===== src/rtl/node_inject_scheduler_pkg.sv =====
// Shared configuration, packet layout and helpers for the node injection path.
// The network-wide constants keep their historical macro names so older
// code that still uses the macros stays consistent with this package.
`ifndef X_NODES
`define X_NODES 4
`endif
`ifndef Y_NODES
`define Y_NODES 4
`endif
`ifndef N
`define N (`X_NODES * `Y_NODES)
`endif
`ifndef CREATE_ANT_PERIOD
`define CREATE_ANT_PERIOD 16
`endif
`ifndef NODE_QUEUE_DEPTH
`define NODE_QUEUE_DEPTH 8
`endif

package node_inject_scheduler_pkg;

  localparam int unsigned X_NODES           = `X_NODES;
  localparam int unsigned Y_NODES           = `Y_NODES;
  localparam int unsigned N_NODES           = `N;
  localparam int unsigned CREATE_ANT_PERIOD = `CREATE_ANT_PERIOD;
  localparam int unsigned NODE_QUEUE_DEPTH  = `NODE_QUEUE_DEPTH;

  localparam int unsigned XW     = (X_NODES > 1) ? $clog2(X_NODES) : 1;
  localparam int unsigned YW     = (Y_NODES > 1) ? $clog2(Y_NODES) : 1;
  localparam int unsigned ID_W   = 8;
  localparam int unsigned TS_W   = 16;
  localparam int unsigned MEAS_W = 16;
  localparam int unsigned NM_W   = $clog2(N_NODES + 1);

  typedef struct packed {
    logic                  ant;
    logic                  backward;
    logic [XW-1:0]         x_dest;
    logic [YW-1:0]         y_dest;
    logic [XW-1:0]         x_source;
    logic [YW-1:0]         y_source;
    logic [ID_W-1:0]       id;
    logic [TS_W-1:0]       timestamp;
    logic [MEAS_W-1:0]     measure;
    logic [N_NODES*XW-1:0] x_memory;
    logic [N_NODES*YW-1:0] y_memory;
    logic [NM_W-1:0]       num_memories;
    logic [N_NODES*XW-1:0] b_x_memory;
    logic [N_NODES*YW-1:0] b_y_memory;
    logic [NM_W-1:0]       b_num_memories;
  } packet_t;

  // Only the source-supplied fields are buffered; everything else is stamped
  // when the packet is loaded into the output register.
  typedef struct packed {
    logic [XW-1:0]     x_dest;
    logic [YW-1:0]     y_dest;
    logic [MEAS_W-1:0] measure;
  } gen_entry_t;

  typedef struct packed {
    logic [XW-1:0] x;
    logic [YW-1:0] y;
  } coord_t;

  typedef enum logic {
    ST_EMPTY = 1'b0,
    ST_HOLD  = 1'b1
  } state_e;

  // Raster step over the mesh: x first, then y, both wrapping.
  function automatic coord_t raster_next(input coord_t c);
    coord_t n;
    n = c;
    if (c.x == XW'(X_NODES - 1)) begin
      n.x = '0;
      n.y = (c.y == YW'(Y_NODES - 1)) ? '0 : c.y + 1'b1;
    end else begin
      n.x = c.x + 1'b1;
    end
    return n;
  endfunction

endpackage


===== src/rtl/node_inject_scheduler_fifo.sv =====
// Synchronous FIFO with wrap-bit pointers; a push while full is accepted only
// when a pop happens on the same edge.
module inject_fifo #(
  parameter int unsigned DEPTH = 8,
  parameter int unsigned WIDTH = 8
) (
  input  logic             clk,
  input  logic             reset_n,
  input  logic             push,
  input  logic [WIDTH-1:0] din,
  input  logic             pop,
  output logic [WIDTH-1:0] dout,
  output logic             full,
  output logic             empty
);

  localparam int unsigned AW = $clog2(DEPTH);

  logic [WIDTH-1:0] mem [DEPTH];
  logic [AW:0]      wr_ptr;
  logic [AW:0]      rd_ptr;
  logic [AW:0]      count;
  logic             wr_en;
  logic             rd_en;

  // Occupancy and accept decisions
  always_comb begin
    count = wr_ptr - rd_ptr;
    full  = (count == (AW + 1)'(DEPTH));
    empty = (count == '0);
    rd_en = pop && !empty;
    wr_en = push && (!full || rd_en);
    dout  = mem[rd_ptr[AW-1:0]];
  end

  // Pointer update
  always_ff @(posedge clk or negedge reset_n) begin
    if (!reset_n) begin
      wr_ptr <= '0;
      rd_ptr <= '0;
    end else begin
      if (wr_en) wr_ptr <= wr_ptr + 1'b1;
      if (rd_en) rd_ptr <= rd_ptr + 1'b1;
    end
  end

  // Storage write
  always_ff @(posedge clk) begin
    if (wr_en) mem[wr_ptr[AW-1:0]] <= din;
  end

endmodule


===== src/rtl/node_inject_scheduler.sv =====
// Node injection scheduler: buffers source data, generates periodic ants and
// arbitrates both onto one registered output feeding router port 0.
module node_inject_scheduler
  import node_inject_scheduler_pkg::*;
#(
  parameter int unsigned X_LOC       = 0,
  parameter int unsigned Y_LOC       = 0,
  parameter int unsigned QUEUE_DEPTH = NODE_QUEUE_DEPTH,
  parameter int unsigned ANT_PERIOD  = CREATE_ANT_PERIOD
) (
  input  logic        clk,
  input  logic        reset_n,
  input  packet_t     i_gen_data,
  input  logic        i_gen_val,
  output logic        o_full,
  output packet_t     o_data,
  output logic        o_data_val,
  input  logic        i_en,
  output logic [15:0] o_drop_count,
  output logic [15:0] o_ant_miss,
  output logic [31:0] o_inject_count
);

  localparam int unsigned TW   = (ANT_PERIOD > 1) ? $clog2(ANT_PERIOD) : 1;
  localparam int unsigned EW   = $bits(gen_entry_t);
  localparam coord_t      SELF = '{x: XW'(X_LOC), y: YW'(Y_LOC)};

  state_e     state;
  state_e     state_nxt;
  gen_entry_t push_entry;
  gen_entry_t head;
  logic       fifo_full;
  logic       fifo_empty;
  logic       fifo_pop;
  logic       drop;
  logic [TW-1:0]   ant_timer;
  logic            ant_tick;
  logic            ant_pending;
  logic            ant_last;
  coord_t          ant_ctr;
  coord_t          ant_dest;
  coord_t          ant_ctr_nxt;
  logic [ID_W-1:0] id_ctr;
  logic [TS_W-1:0] cyc_ctr;
  logic            xfer;
  logic            sel_ant;
  logic            cand_valid;
  logic            load;
  logic            ant_load;
  packet_t         cand_pkt;
  packet_t         data_q;
  logic            unused_gen_fields;

  assign push_entry = '{x_dest: i_gen_data.x_dest, y_dest: i_gen_data.y_dest,
                        measure: i_gen_data.measure};
  assign unused_gen_fields = ^i_gen_data;

  inject_fifo #(
    .DEPTH (QUEUE_DEPTH),
    .WIDTH (EW)
  ) u_fifo (
    .clk     (clk),
    .reset_n (reset_n),
    .push    (i_gen_val),
    .din     (push_entry),
    .pop     (fifo_pop),
    .dout    (head),
    .full    (fifo_full),
    .empty   (fifo_empty)
  );

  // Arbitration: an ant wins unless the previous load was an ant and data waits
  always_comb begin
    xfer       = (state == ST_HOLD) && i_en;
    sel_ant    = ant_pending && (fifo_empty || !ant_last);
    cand_valid = sel_ant || !fifo_empty;
    load       = cand_valid && ((state == ST_EMPTY) || xfer);
    ant_load   = load && sel_ant;
    fifo_pop   = load && !sel_ant;
    drop       = i_gen_val && fifo_full && !fifo_pop;
    ant_tick   = (ant_timer == TW'(ANT_PERIOD - 1));
  end

  // Ant destination: the reset value may equal self, so skip it on use too
  always_comb begin
    ant_dest    = (ant_ctr == SELF) ? raster_next(ant_ctr) : ant_ctr;
    ant_ctr_nxt = raster_next(ant_dest);
    if (ant_ctr_nxt == SELF) ant_ctr_nxt = raster_next(ant_ctr_nxt);
  end

  // Candidate packet with stamped source, id and timestamp
  always_comb begin
    cand_pkt = '0;
    if (sel_ant) begin
      cand_pkt.ant    = 1'b1;
      cand_pkt.x_dest = ant_dest.x;
      cand_pkt.y_dest = ant_dest.y;
    end else begin
      cand_pkt.x_dest  = head.x_dest;
      cand_pkt.y_dest  = head.y_dest;
      cand_pkt.measure = head.measure;
    end
    cand_pkt.x_source  = SELF.x;
    cand_pkt.y_source  = SELF.y;
    cand_pkt.id        = id_ctr;
    cand_pkt.timestamp = cyc_ctr;
  end

  // Output register state
  always_ff @(posedge clk or negedge reset_n) begin
    if (!reset_n) state <= ST_EMPTY;
    else          state <= state_nxt;
  end

  // Output register next state; a transfer reloads on the same edge
  always_comb begin
    state_nxt = state;
    unique case (state)
      ST_EMPTY: if (cand_valid) state_nxt = ST_HOLD;
      ST_HOLD:  if (xfer && !cand_valid) state_nxt = ST_EMPTY;
      default:  state_nxt = ST_EMPTY;
    endcase
  end

  // Output drive
  always_comb begin
    o_data_val = (state == ST_HOLD);
    o_data     = data_q;
    o_full     = fifo_full;
  end

  // Held packet
  always_ff @(posedge clk or negedge reset_n) begin
    if (!reset_n)  data_q <= '0;
    else if (load) data_q <= cand_pkt;
  end

  // Ant timer, pending flag, fairness flag and destination counter
  always_ff @(posedge clk or negedge reset_n) begin
    if (!reset_n) begin
      ant_timer   <= '0;
      ant_pending <= 1'b0;
      ant_last    <= 1'b0;
      ant_ctr     <= '0;
      o_ant_miss  <= '0;
    end else begin
      ant_timer <= ant_tick ? '0 : ant_timer + 1'b1;
      if (ant_tick) begin
        ant_pending <= 1'b1;
        if (ant_pending && !ant_load && (o_ant_miss != '1))
          o_ant_miss <= o_ant_miss + 1'b1;
      end else if (ant_load) begin
        ant_pending <= 1'b0;
      end
      if (load) ant_last <= sel_ant;
      if (ant_load) ant_ctr <= ant_ctr_nxt;
    end
  end

  // Id, cycle and statistics counters
  always_ff @(posedge clk or negedge reset_n) begin
    if (!reset_n) begin
      id_ctr         <= '0;
      cyc_ctr        <= '0;
      o_drop_count   <= '0;
      o_inject_count <= '0;
    end else begin
      cyc_ctr <= cyc_ctr + 1'b1;
      if (load) id_ctr <= id_ctr + 1'b1;
      if (xfer) o_inject_count <= o_inject_count + 1'b1;
      if (drop && (o_drop_count != '1)) o_drop_count <= o_drop_count + 1'b1;
    end
  end

endmodule


===== config.mk =====
export PLATFORM = sky130hd
export DESIGN_NAME = node_inject_scheduler
export DESIGN_NICKNAME = d
export VERILOG_FILES = /design/src/rtl/node_inject_scheduler_pkg.sv /design/src/rtl/node_inject_scheduler_fifo.sv /design/src/rtl/node_inject_scheduler.sv
export SDC_FILE = /design/constraint.sdc
export NUM_CORES = 1
export LEC_CHECK = 0
export CAP_MARGIN = 25
export CORE_AREA = 2 2 175 177
export DETAILED_ROUTE_END_ITERATION = 16
export DIE_AREA = 0 0 177 179
export DONT_BUFFER_PORTS = 1
export SYNTH_ARGS = -nofsm -noshare
export SYNTH_HDL_FRONTEND = slang
export SYNTH_HIERARCHICAL = 1
export SYNTH_SLANG_ARGS = --single-unit

===== constraint.sdc =====
create_clock -name clk -period 4.8 [get_ports clk]
set_input_delay 0.48 -clock clk [delete_from_list [all_inputs] [get_ports clk]]
set_output_delay 0.48 -clock clk [all_outputs]
set_load 0.02 [all_outputs]

==> impl_metrics.json, run 1 <==
{
  "status": "finished, final reports clean",
  "start_util": 0.464,
  "io_buffer_count": 0,
  "core_area_um2": 30000,
  "slowest_delay_ns": 0.54,
  "avgViaCountPerCell": 5.08,
  "grt_usage": 0.171,
  "drc": 0,
  "fin_util": 0.501,
  "startpoint": "u_fifo/wr_ptr[0]$_DFFE_PN0P_",
  "power_density_nw_per_um2": 556,
  "combPwrFrac": 0.255,
  "ios": 446,
  "seqPwrFrac": 0.452,
  "p_sw_mw": 2.77,
  "cp.arrival_ns": 4.01,
  "crit_required_ns": 4.95,
  "synth_seq_cells": 311,
  "slowest_stage": "dfrtp_1",
  "drt_iter0_markers": 548,
  "syn_area_um2": 13900,
  "antenna_left": 0,
  "synth_cell_types": 55,
  "antenna_found_initial": 0,
  "dp_slack_ns": 0.941,
  "diodes": 0,
  "period_share": 0.803,
  "dp_hpwl_mm": 17.1,
  "min_period_ns": 3.85,
  "synth.avg_cell_area_um2": 13.3,
  "cp_common_cell": "buf_4",
  "synth_top_cell_by_area": "edfxtp_1",
  "synthToLayoutAreaGrowth_pct": 7.87,
  "clockBufferDepth": 3,
  "cts_hold_buf": 1,
  "fp.dieH_um": 179,
  "cts_resized": 0,
  "ys_warn_count": 6,
  "num_rows": 64,
  "cts_tree": "yes",
  "clk_latency_ns": 0.50,
  "die_area_um2": 31700,
  "maxCapViolCount": 0,
  "setup-tns-final_ns": 0,
  "finalMaxSlewViolations": 0,
  "grt_max_degree": 152,
  "critPathKind": "flip-flop to flip-flop",
  "crit_chain": "inv_1 > ha_1 > nor2b_2 > xnor2_1 > or2_0 > nor2_1 > nor3_4 > buf_4 > nor3_1 > a21oi_2 > buf_4",
  "setup_slack_ns": 0.947,
  "cts.clk_slew.worst_paths_ns": 0.06,
  "drt-total-wl_mm": 27.2,
  "grt_overflow": 0,
  "r2r_slack_ns": 0.95,
  "start_kind": "flip-flop",
  "synthArstFlopShare": 0.486,
  "firstDrtPassIters": 6,
  "p_int_mw": 5.59,
  "h-tree-depth": 2,
  "rsz0062_at_grt": "false",
  "cts_sinks": 311,
  "tightest_slew_ns": 0.873,
  "irDropWorstVdd_v": 0.000432,
  "setup_violations": 0,
  "synth_edf_count": 160,
  "maxSlewHeadroom": 0.418,
  "synth_top_cell_area_share": 0.345,
  "cts_root_buf": "clkbuf_16",
  "synthCells": 1051,
  "sw_frac_of_total": 0.331,
  "critPathCaptureType": "flip-flop",
  "die_width_um": 177,
  "max_clock_freq_mhz": 260,
  "leakagePower_nw": 6.17,
  "synth_area_leaders": "edfxtp_1, dfrtp_1, buf_4",
  "grt_pass1_wl_mm": 42.0,
  "r2r_end": "u_fifo/mem[7][8]$_DFFE_PP_",
  "cts_buffers": 35,
  "reg2reg_depth": 11,
  "p_clk_frac": 0.293,
  "gp_congestion": 0.795,
  "crit_fanout": 30,
  "hp-class": "input port to asynchronous set/reset pin",
  "skew_ns": 0.0151,
  "layout-drive-gt1-share": 0.129,
  "grt_pass1_vias": 7301,
  "vias": 7587,
  "postCtsSetupBuffers": 0,
  "routedWlPerCell_um": 18.2,
  "r2r_start": "u_fifo/wr_ptr[0]$_DFFE_PN0P_",
  "p_total_mw": 8.36,
  "synthFlopType": "edfxtp_1",
  "num-nets-final": 1280,
  "hold_viol_final": 0,
  "synth_seq_area_share": 0.616
}
-- final cells by class --
cell class	instances	area [um2]
multi-input combinational	691	4660
inverter	14	52.6
clock buffer	52	1000
sequential	311	8580
timing repair buffer	19	175
clock inverter	10	63.8
tap	396	495
fill	2579	15000
-- per-stage QoR --
stage / cells / hold slack, ns / instance area (um2)
finish: 1493 / 0.0128 / 15000
detailed placement: 1430 / 0.186 / 13900
floorplan: 1193 / 0.184 / 14500
global route: 1493 / 0.0476 / 15000
global placement: 1430 / 0.187 / 13900
CTS: 1493 / 0.0457 / 15000
-- routing by layer --
layer,wire length [um],GRT usage,vias to the layer above
met1,11500,0.226,3811
met4,297,0.0358,0
met5,0,0,-
li1,-,-,3510
met3,2220,0.0524,26
met2,13200,0.281,240
-- worst max-delay path, delay by kind of cell (launching register included) --
kind / cells / cell delay, ns
AO/OA/AOI/OAI: 1 / 0.20
XOR/XNOR: 1 / 0.19
adder cells (fa/ha/maj): 1 / 0.24
buffers and inverters: 3 / 1.01
flip-flops: 1 / 0.54
AND/OR/NAND/NOR: 5 / 1.29
-- placed cells by master (no fill, tap or decap), drive strengths merged, types with 2 or more instances in the layout --
cell,synthesis,routed
conb,1,143
clkinv,0,6
clkbuf,19,52
a22o,16,16
nor4,10,10
xor2,26,26
mux2,5,5
a221o,5,5
ha,16,16
mux4,40,40
nand2,175,175
a21oi,18,18
and4,10,10
o21ai,9,9
and3,13,13
a31oi,4,4
dfrtp,151,151
edfxtp,160,160
nor3,11,11
a211oi,3,3
and2,7,7
or2,3,3
clkinvlp,0,3
and2b,2,2
inv,14,15
nor2,26,26
xnor2,67,67
nand4,27,27
nand3,35,35
nand2b,2,2
nor4b,2,2
buf,158,19
nor2b,3,3
or3,2,2
-- power groups by stage --
stage	clock [mW]	combinational, mW	sequential, mW
2_1_floorplan	0	1.78	3.69
3_3_place_gp	0	2.12	3.82
3_5_place_dp	0	2.14	3.84
4_1_cts	2.52	2.18	3.79
5_1_grt	2.64	2.39	3.84
6_report	2.45	2.13	3.78
-- sequential cells by signal, summed over array words and instances (netlist names) --
signal and count:
o_ant_miss 16, id_ctr 8, o_inject_count 32, u_fifo/rd_ptr 4, o_drop_count 16, o_data_val 1, cyc_ctr 16, u_fifo/mem 160
u_fifo/wr_ptr 4, ant_pending 1, ant_ctr 4, ant_timer 4, o_data 45
-- worst max path at each step --
stage / to / cells past startpoint / slack (ns)
final: u_fifo/mem[7][8]$_DFFE_PP_ / 11 / 0.95
after floorplan: u_fifo/mem[2][0]$_DFFE_PP_ / 12 / -0.50
after CTS: u_fifo/mem[7][3]$_DFFE_PP_ / 11 / 0.90
after global routing: u_fifo/mem[7][3]$_DFFE_PP_ / 11 / 0.67
after detailed placement: u_fifo/mem[7][3]$_DFFE_PP_ / 11 / 0.94
after global placement: u_fifo/mem[7][8]$_DFFE_PP_ / 11 / 0.97
-- cells in the mapped netlist, types with 3 or more instances --
| cell | n |
|---|---|
| a21oi_1 | 18 |
| a221o_1 | 5 |
| a22o_1 | 16 |
| a31oi_1 | 4 |
| and2_1 | 7 |
| and3_1 | 13 |
| and4_1 | 10 |
| buf_1 | 4 |
| buf_2 | 10 |
| buf_4 | 144 |
| clkbuf_1 | 19 |
| dfrtp_1 | 151 |
| edfxtp_1 | 160 |
| ha_1 | 16 |
| inv_1 | 14 |
| mux2_2 | 3 |
| mux4_2 | 40 |
| nand2_1 | 175 |
| nand3_1 | 35 |
| nand4_1 | 25 |
| nor2_1 | 22 |
| nor2_2 | 4 |
| nor3_1 | 10 |
| nor4_1 | 6 |
| o21ai_0 | 9 |
| xnor2_1 | 67 |
| xor2_1 | 26 |
-- cells by family after synthesis --
logic type / after synthesis / synth area share
compound gates: 63 / 0.0333
xor+xnor: 93 / 0.0584
fa+ha+maj: 16 / 0.0144
buf+inv: 191 / 0.0911
flops: 311 / 0.616
mux: 46 / 0.0697
other cells: 1 / 0.000269
simple gates: 330 / 0.117
No activity file was read; power rests on OpenSTA's default activity.
==> inputs of run 2 (changes only) <==
==> constraint.sdc (replaced) <==
create_clock -name clk -period 3.7 [get_ports clk]
set_input_delay 0.37 -clock clk [delete_from_list [all_inputs] [get_ports clk]]
set_output_delay 0.37 -clock clk [all_outputs]
set_load 0.02 [all_outputs]
==> run 2 against run 1 <==
The run now ends with negative hold slack left. Clock-buffer cell count shrank 8. Non-clock buffer count up 27. Maximum frequency up 16%. Power is 37% higher. Clock power rose by 49%. Worst hold slack worse by 0.46 ns. Flip-flop and latch count did not move. Routed wire length grew 0.55%. Clock skew up 0.010 ns. Register-to-register slack worse by 0.56 ns. First-iteration DRC count fell by 26%. Global-route usage is 0.30 points lower.
==> impl_metrics.json, run 2 (synthesis gave the netlist of run 1 again) <==
{
  "slowest_stage": "nor4_4",
  "avgViaCountPerCell": 5.00,
  "setup_violations": 0,
  "final_common_cell": "nand2_1",
  "drc": 0,
  "cts.clk_slew.worst_paths_ns": 0.06,
  "slowest_delay_ns": 0.55,
  "combPwrFrac": 0.257,
  "tightest_slew_ns": 0.911,
  "hold_ws_ns": -0.451,
  "crit_required_ns": 3.90,
  "violations": "negative hold slack",
  "critPathCaptureType": "flip-flop",
  "final_area_um2": 15500,
  "num-nets-final": 1308,
  "p_clk_frac": 0.320,
  "skew_ns": 0.0251,
  "firstDrtPassIters": 4,
  "clk_latency_ns": 0.51,
  "final_cell_mix": "nand2_1, edfxtp_1, dfrtp_1, conb_1, xnor2_1",
  "cts_hold_buf": 20,
  "dp_hpwl_mm": 17.2,
  "critPathKind": "flip-flop to flip-flop",
  "cts_resized": 0,
  "synthToLayoutAreaGrowth_pct": 11.2,
  "crit_chain": "inv_1 > ha_1 > nor2b_2 > xnor2_1 > or2_0 > nor2_1 > nor3_4 > o31ai_4 > buf_4 > nor4_4 > buf_4",
  "antenna_left": 0,
  "crit_fanout": 13,
  "fin_util": 0.516,
  "layout-drive-gt1-share": 0.137,
  "maxSlewHeadroom": 0.388,
  "grt_overflow": 0,
  "die_width_um": 177,
  "diodes": 0,
  "leakagePower_nw": 6.40,
  "setup-tns-final_ns": 0,
  "period_share": 0.894,
  "grt_pass1_vias": 7231,
  "p_sw_mw": 3.70,
  "core_area_um2": 30000,
  "vias": 7615,
  "cts_tree": "yes",
  "die_area_um2": 31700,
  "hp-class": "input port to asynchronous set/reset pin",
  "gp_congestion": 0.794,
  "largest_reg_flops": 160,
  "cp.arrival_ns": 3.51,
  "cts_buffers": 36,
  "rsz0062_at_grt": "false",
  "p_int_mw": 7.77,
  "status": "finished with violations",
  "power_density_nw_per_um2": 740,
  "start_util": 0.464,
  "drt-total-wl_mm": 27.3,
  "cts_sinks": 311,
  "maxCapViolCount": 0,
  "drt_iter0_markers": 406,
  "final_cells": 1524,
  "cts_root_buf": "clkbuf_16",
  "finalMaxSlewViolations": 0,
  "hold_viol_final": 151,
  "routedWlPerCell_um": 17.9,
  "max_clock_freq_mhz": 302,
  "antenna_found_initial": 0,
  "min_period_ns": 3.31,
  "grt_pass1_wl_mm": 41.1,
  "place_inst": 1438,
  "grt_max_degree": 152,
  "sw_frac_of_total": 0.322,
  "fp.dieH_um": 179,
  "postCtsSetupBuffers": 0,
  "cp_common_cell": "buf_4",
  "seqPwrFrac": 0.423,
  "io_buffer_count": 0,
  "irDropWorstVdd_v": 0.000508,
  "place_area_um2": 14000,
  "cpLargestDelayFamily": "simple AND/OR/NAND/NOR gates",
  "h-tree-depth": 2,
  "clockBufferDepth": 3,
  "grt_usage": 0.169,
  "start_kind": "flip-flop",
  "num_rows": 64,
  "critPathBufInv": 3,
  "ios": 446
}
[run 2: per-stage QoR]
stage / worst slack [ns] / power (mW)
floorplan: 0.00637 / 7.19
global placement: 0.351 / 7.86
detailed placement: 0.318 / 7.89
CTS: 0.314 / 11.6
global route: 0.116 / 12.1
finish: 0.390 / 11.5
[run 2: area by class of cell]
cell class	instances	area [um2]
Fill cell	2560	14500
Sequential cell	311	8590
Multi-Input combinational cell	691	4720
Clock buffer	44	1000
Tap cell	396	495
Timing Repair Buffer	46	395
Clock inverter	22	246
Inverter	14	52.6
[run 2: worst paths after layout]
| check | from | to | slack (ns) | cells past startpoint |
|---|---|---|---|---|
| worst max-delay path | u_fifo/wr_ptr[0]$_DFFE_PN0P_ | u_fifo/mem[1][19]$_DFFE_PP_ | 0.39 | 11 |
| worst min-delay path | reset_n | o_ant_miss[9]$_DFFE_PN0P_ | -0.45 | 0 |
| worst max register to register | u_fifo/wr_ptr[0]$_DFFE_PN0P_ | u_fifo/mem[1][19]$_DFFE_PP_ | 0.39 | 11 |
| worst min register to register | id_ctr[7]$_DFFE_PN0N_ | id_ctr[7]$_DFFE_PN0N_ | 0.47 | 1 |
| min in group clk | i_en | o_inject_count[0]$_DFFE_PN0P_ | 0.05 | 2 |
| max in group asynchronous | reset_n | o_data[164]$_DFFE_PN0N_ | 3.86 | 0 |
[run 2: layer usage]
layer / track usage / routed length, um / vias to the layer above / part of all wire
li1: - / - / 3573 / -
met1: 0.224 / 11900 / 3768 / 0.44
met2: 0.275 / 13100 / 238 / 0.48
met3: 0.0409 / 1830 / 36 / 0.067
met4: 0.0496 / 511 / 0 / 0.019
met5: 0 / 0 / - / 0
[run 2: worst reg2reg max path, stage by stage, from the launching register on]
cell	delay, ns
dfrtp_1	0.37
inv_1	0.25
ha_1	0.23
nor2b_2	0.15
xnor2_1	0.13
or2_0	0.18
nor2_1	0.12
nor3_4	0.22
o31ai_4	0.19
buf_4	0.22
nor4_4	0.55
buf_4	0.39
[run 2: power by group through the flow]
stage / Clock [mW] / Sequential [mW] / Combinational, mW
floorplan: 0 / 4.78 / 2.41
global placement: 0 / 4.91 / 2.95
detailed placement: 0 / 4.93 / 2.96
CTS: 3.75 / 4.86 / 3.01
global route: 3.91 / 4.92 / 3.27
finish: 3.66 / 4.86 / 2.95
==> inputs of run 3 (changes only) <==
--- a/config.mk
+++ b/config.mk
@@ -5,10 +5,11 @@
 export SDC_FILE = /design/constraint.sdc
 export NUM_CORES = 1
 export LEC_CHECK = 0
+export ABC_AREA = 1
 export CAP_MARGIN = 25
-export CORE_AREA = 2 2 175 177
+export CORE_MARGIN = 2
+export CORE_UTILIZATION = 50
 export DETAILED_ROUTE_END_ITERATION = 16
-export DIE_AREA = 0 0 177 179
 export DONT_BUFFER_PORTS = 1
 export SYNTH_ARGS = -nofsm -noshare
 export SYNTH_HDL_FRONTEND = slang
==> run 3 against run 2 <==
The flow still finishes with violations (negative hold slack). Register-to-register slack improved by 0.04 ns. Clock power decreased by 4%. Die area increased by 0.26%. Via count increased by 34%. Worst hold slack improved by 0.013 ns.
==> impl_metrics.json, run 3 <==
{
  "status": "finished with violations",
  "violations": "negative hold slack",
  "start_util": 0.509,
  "core_area_um2": 29800,
  "p_clk_frac": 0.287,
  "drt-total-wl_mm": 33.1,
  "setup-tns-final_ns": 0,
  "setup_violations": 0,
  "synth_top_cell_by_area": "edfxtp_1",
  "skew_ns": 0.0178,
  "die_width_um": 178,
  "cts_resized": 0,
  "seqPwrFrac": 0.432,
  "cp.arrival_ns": 3.44,
  "wl_met2_mm": 14.9,
  "cts_hold_buf": 21,
  "tightest_slew_ns": 0.935,
  "grt_overflow": 0,
  "finalMaxSlewViolations": 0,
  "synth_area_leaders": "edfxtp_1, dfrtp_1, nand2_1",
  "cts_tree": "yes",
  "crit_fanout": 20,
  "synth_cell_types": 42,
  "synthToLayoutAreaGrowth_pct": 8.36,
  "drc": 0,
  "avgViaCountPerCell": 5.01,
  "grt_usage": 0.211,
  "period_share": 0.885,
  "sw_frac_of_total": 0.380,
  "num-nets-final": 1826,
  "ios": 446,
  "die_area_um2": 31800,
  "r2r_slack_ns": 0.43,
  "power_density_nw_per_um2": 741,
  "critPathKind": "flip-flop to flip-flop",
  "combPwrFrac": 0.281,
  "synth_edf_count": 160,
  "antenna_left": 0,
  "grt_pass1_wl_mm": 52.7,
  "clockBufferDepth": 3,
  "rsz0062_at_grt": "false",
  "vias": 10200,
  "synth.avg_cell_area_um2": 9.58,
  "postCtsSetupBuffers": 0,
  "synthArstFlopShare": 0.486,
  "cts_buffers": 36,
  "synthFlopType": "edfxtp_1",
  "p_total_mw": 12.2,
  "cts_root_buf": "clkbuf_16",
  "highest-signal-layer": "met4",
  "gp_congestion": 0.861,
  "irDropWorstVdd_v": 0.000530,
  "p_int_mw": 7.55,
  "grt_pass1_vias": 9812,
  "antenna_found_initial": 5,
  "synth_seq_cells": 311,
  "io_buffer_count": 0,
  "r2r_end": "u_fifo/mem[4][6]$_DFFE_PP_",
  "start_kind": "flip-flop",
  "fin_util": 0.552,
  "firstDrtPassIters": 5,
  "max_clock_freq_mhz": 306,
  "dp_slack_ns": 0.439,
  "n_fill_cell": 2619,
  "clk_latency_ns": 0.51,
  "reg2reg_depth": 14,
  "synthTopCellsByCount": "nand2_1, nor2_1, edfxtp_1, buf_4, dfrtp_1",
  "final_common_cell": "nand2_1",
  "synth_top_cell_area_share": 0.317,
  "wirelength_met1_mm": 14.4,
  "setup_slack_ns": 0.427,
  "fp.dieH_um": 178,
  "hold_viol_final": 151,
  "dp_hpwl_mm": 21.3,
  "layout-drive-gt1-share": 0.0760,
  "routedWlPerCell_um": 16.2,
  "critPathCaptureType": "flip-flop",
  "grt_max_degree": 152,
  "hp-class": "input port to asynchronous set/reset pin",
  "h-tree-depth": 2,
  "synth_seq_area_share": 0.566,
  "syn_area_um2": 15200,
  "largest_reg_flops": 160,
  "final_cell_mix": "nand2_1, nor2_1, edfxtp_1, dfrtp_1, conb_1",
  "ys_warn_count": 6,
  "min_period_ns": 3.27,
  "crit_required_ns": 3.87,
  "leakagePower_nw": 7.06,
  "yosysMostFrequentCell": "nand2_1",
  "maxSlewHeadroom": 0.377,
  "hold_ws_ns": -0.438,
  "drt_iter0_markers": 585,
  "synthCells": 1585,
  "maxCapViolCount": 0,
  "cts.clk_slew.worst_paths_ns": 0.06,
  "cts_sinks": 311,
  "dr_wl_met3_mm": 2.88,
  "num_rows": 63,
  "r2r_start": "u_fifo/wr_ptr[2]$_DFFE_PN0P_",
  "p_sw_mw": 4.63
}
-- run 3: cells by family after synthesis --
family,synth area share
XOR/XNOR,0.0375
AND/OR/NAND/NOR,0.192
adder cells (fa/ha/maj),0.0132
flip-flops,0.566
other,0.000247
AO/OA/AOI/OAI,0.0727
buffers and inverters,0.119
-- run 3: power groups by stage --
stage                     registers [mW]  logic [mW]  clock network, mW
after CTS                           5.27        3.45               3.58
after global routing                5.36        3.91               3.71
after global placement              5.33        3.31                  0
final                               5.26        3.42               3.50
after floorplan                     5.12        2.77                  0
after detailed placement            5.34        3.39                  0
-- run 3: critical path, cell delays in order (launching register included) --
cell	delay, ns
dfrtp_1	0.48
ha_1	0.37
or2_1	0.24
nand2_1	0.08
nand2_1	0.09
nand3_2	0.15
inv_1	0.09
o21ai_0	0.22
nand3_1	0.22
inv_1	0.12
inv_1	0.07
nand3_4	0.12
nand3_1	0.21
nor2_2	0.13
buf_4	0.33
-- run 3: how the worst max path moves through the flow --
stage | startpoint | to | slack, ns | depth (start not counted)
2_1_floorplan | u_fifo/rd_ptr[2]$_DFFE_PN0P_ | u_fifo/mem[2][0]$_DFFE_PP_ | -0.11 | 16
3_3_place_gp | u_fifo/wr_ptr[2]$_DFFE_PN0P_ | u_fifo/mem[4][14]$_DFFE_PP_ | 0.50 | 14
3_5_place_dp | u_fifo/wr_ptr[2]$_DFFE_PN0P_ | u_fifo/mem[4][12]$_DFFE_PP_ | 0.44 | 14
4_1_cts | u_fifo/wr_ptr[2]$_DFFE_PN0P_ | u_fifo/mem[4][6]$_DFFE_PP_ | 0.40 | 14
5_1_grt | u_fifo/wr_ptr[0]$_DFFE_PN0P_ | u_fifo/mem[4][6]$_DFFE_PP_ | 0.11 | 16
6_report | u_fifo/wr_ptr[2]$_DFFE_PN0P_ | u_fifo/mem[4][6]$_DFFE_PP_ | 0.43 | 14
-- run 3: routing by layer --
layer  global-route usage  vias up
met1                0.283     4818
met5                    0        -
met4               0.0698        0
met3               0.0627       58
met2                0.331      348
li1                     -     4995
-- run 3: metrics by stage --
step,area (um2),std cells
floorplan,15700,1727
global placement,15000,1949
detailed placement,15000,1949
CTS,16400,2034
global route,16400,2037
finish,16400,2039
-- run 3: area by class of cell --
type                            instances  area (um2)  area share
Clock buffer                           48        1010      0.0613
Sequential cell                       311        8580       0.522
Tap cell                              390         488      0.0297
Antenna cell                            5        12.5    0.000761
Multi-Input combinational cell       1106        5350       0.325
Clock inverter                         16         169      0.0103
Inverter                              120         455      0.0277
Timing Repair Buffer                   43         375      0.0228
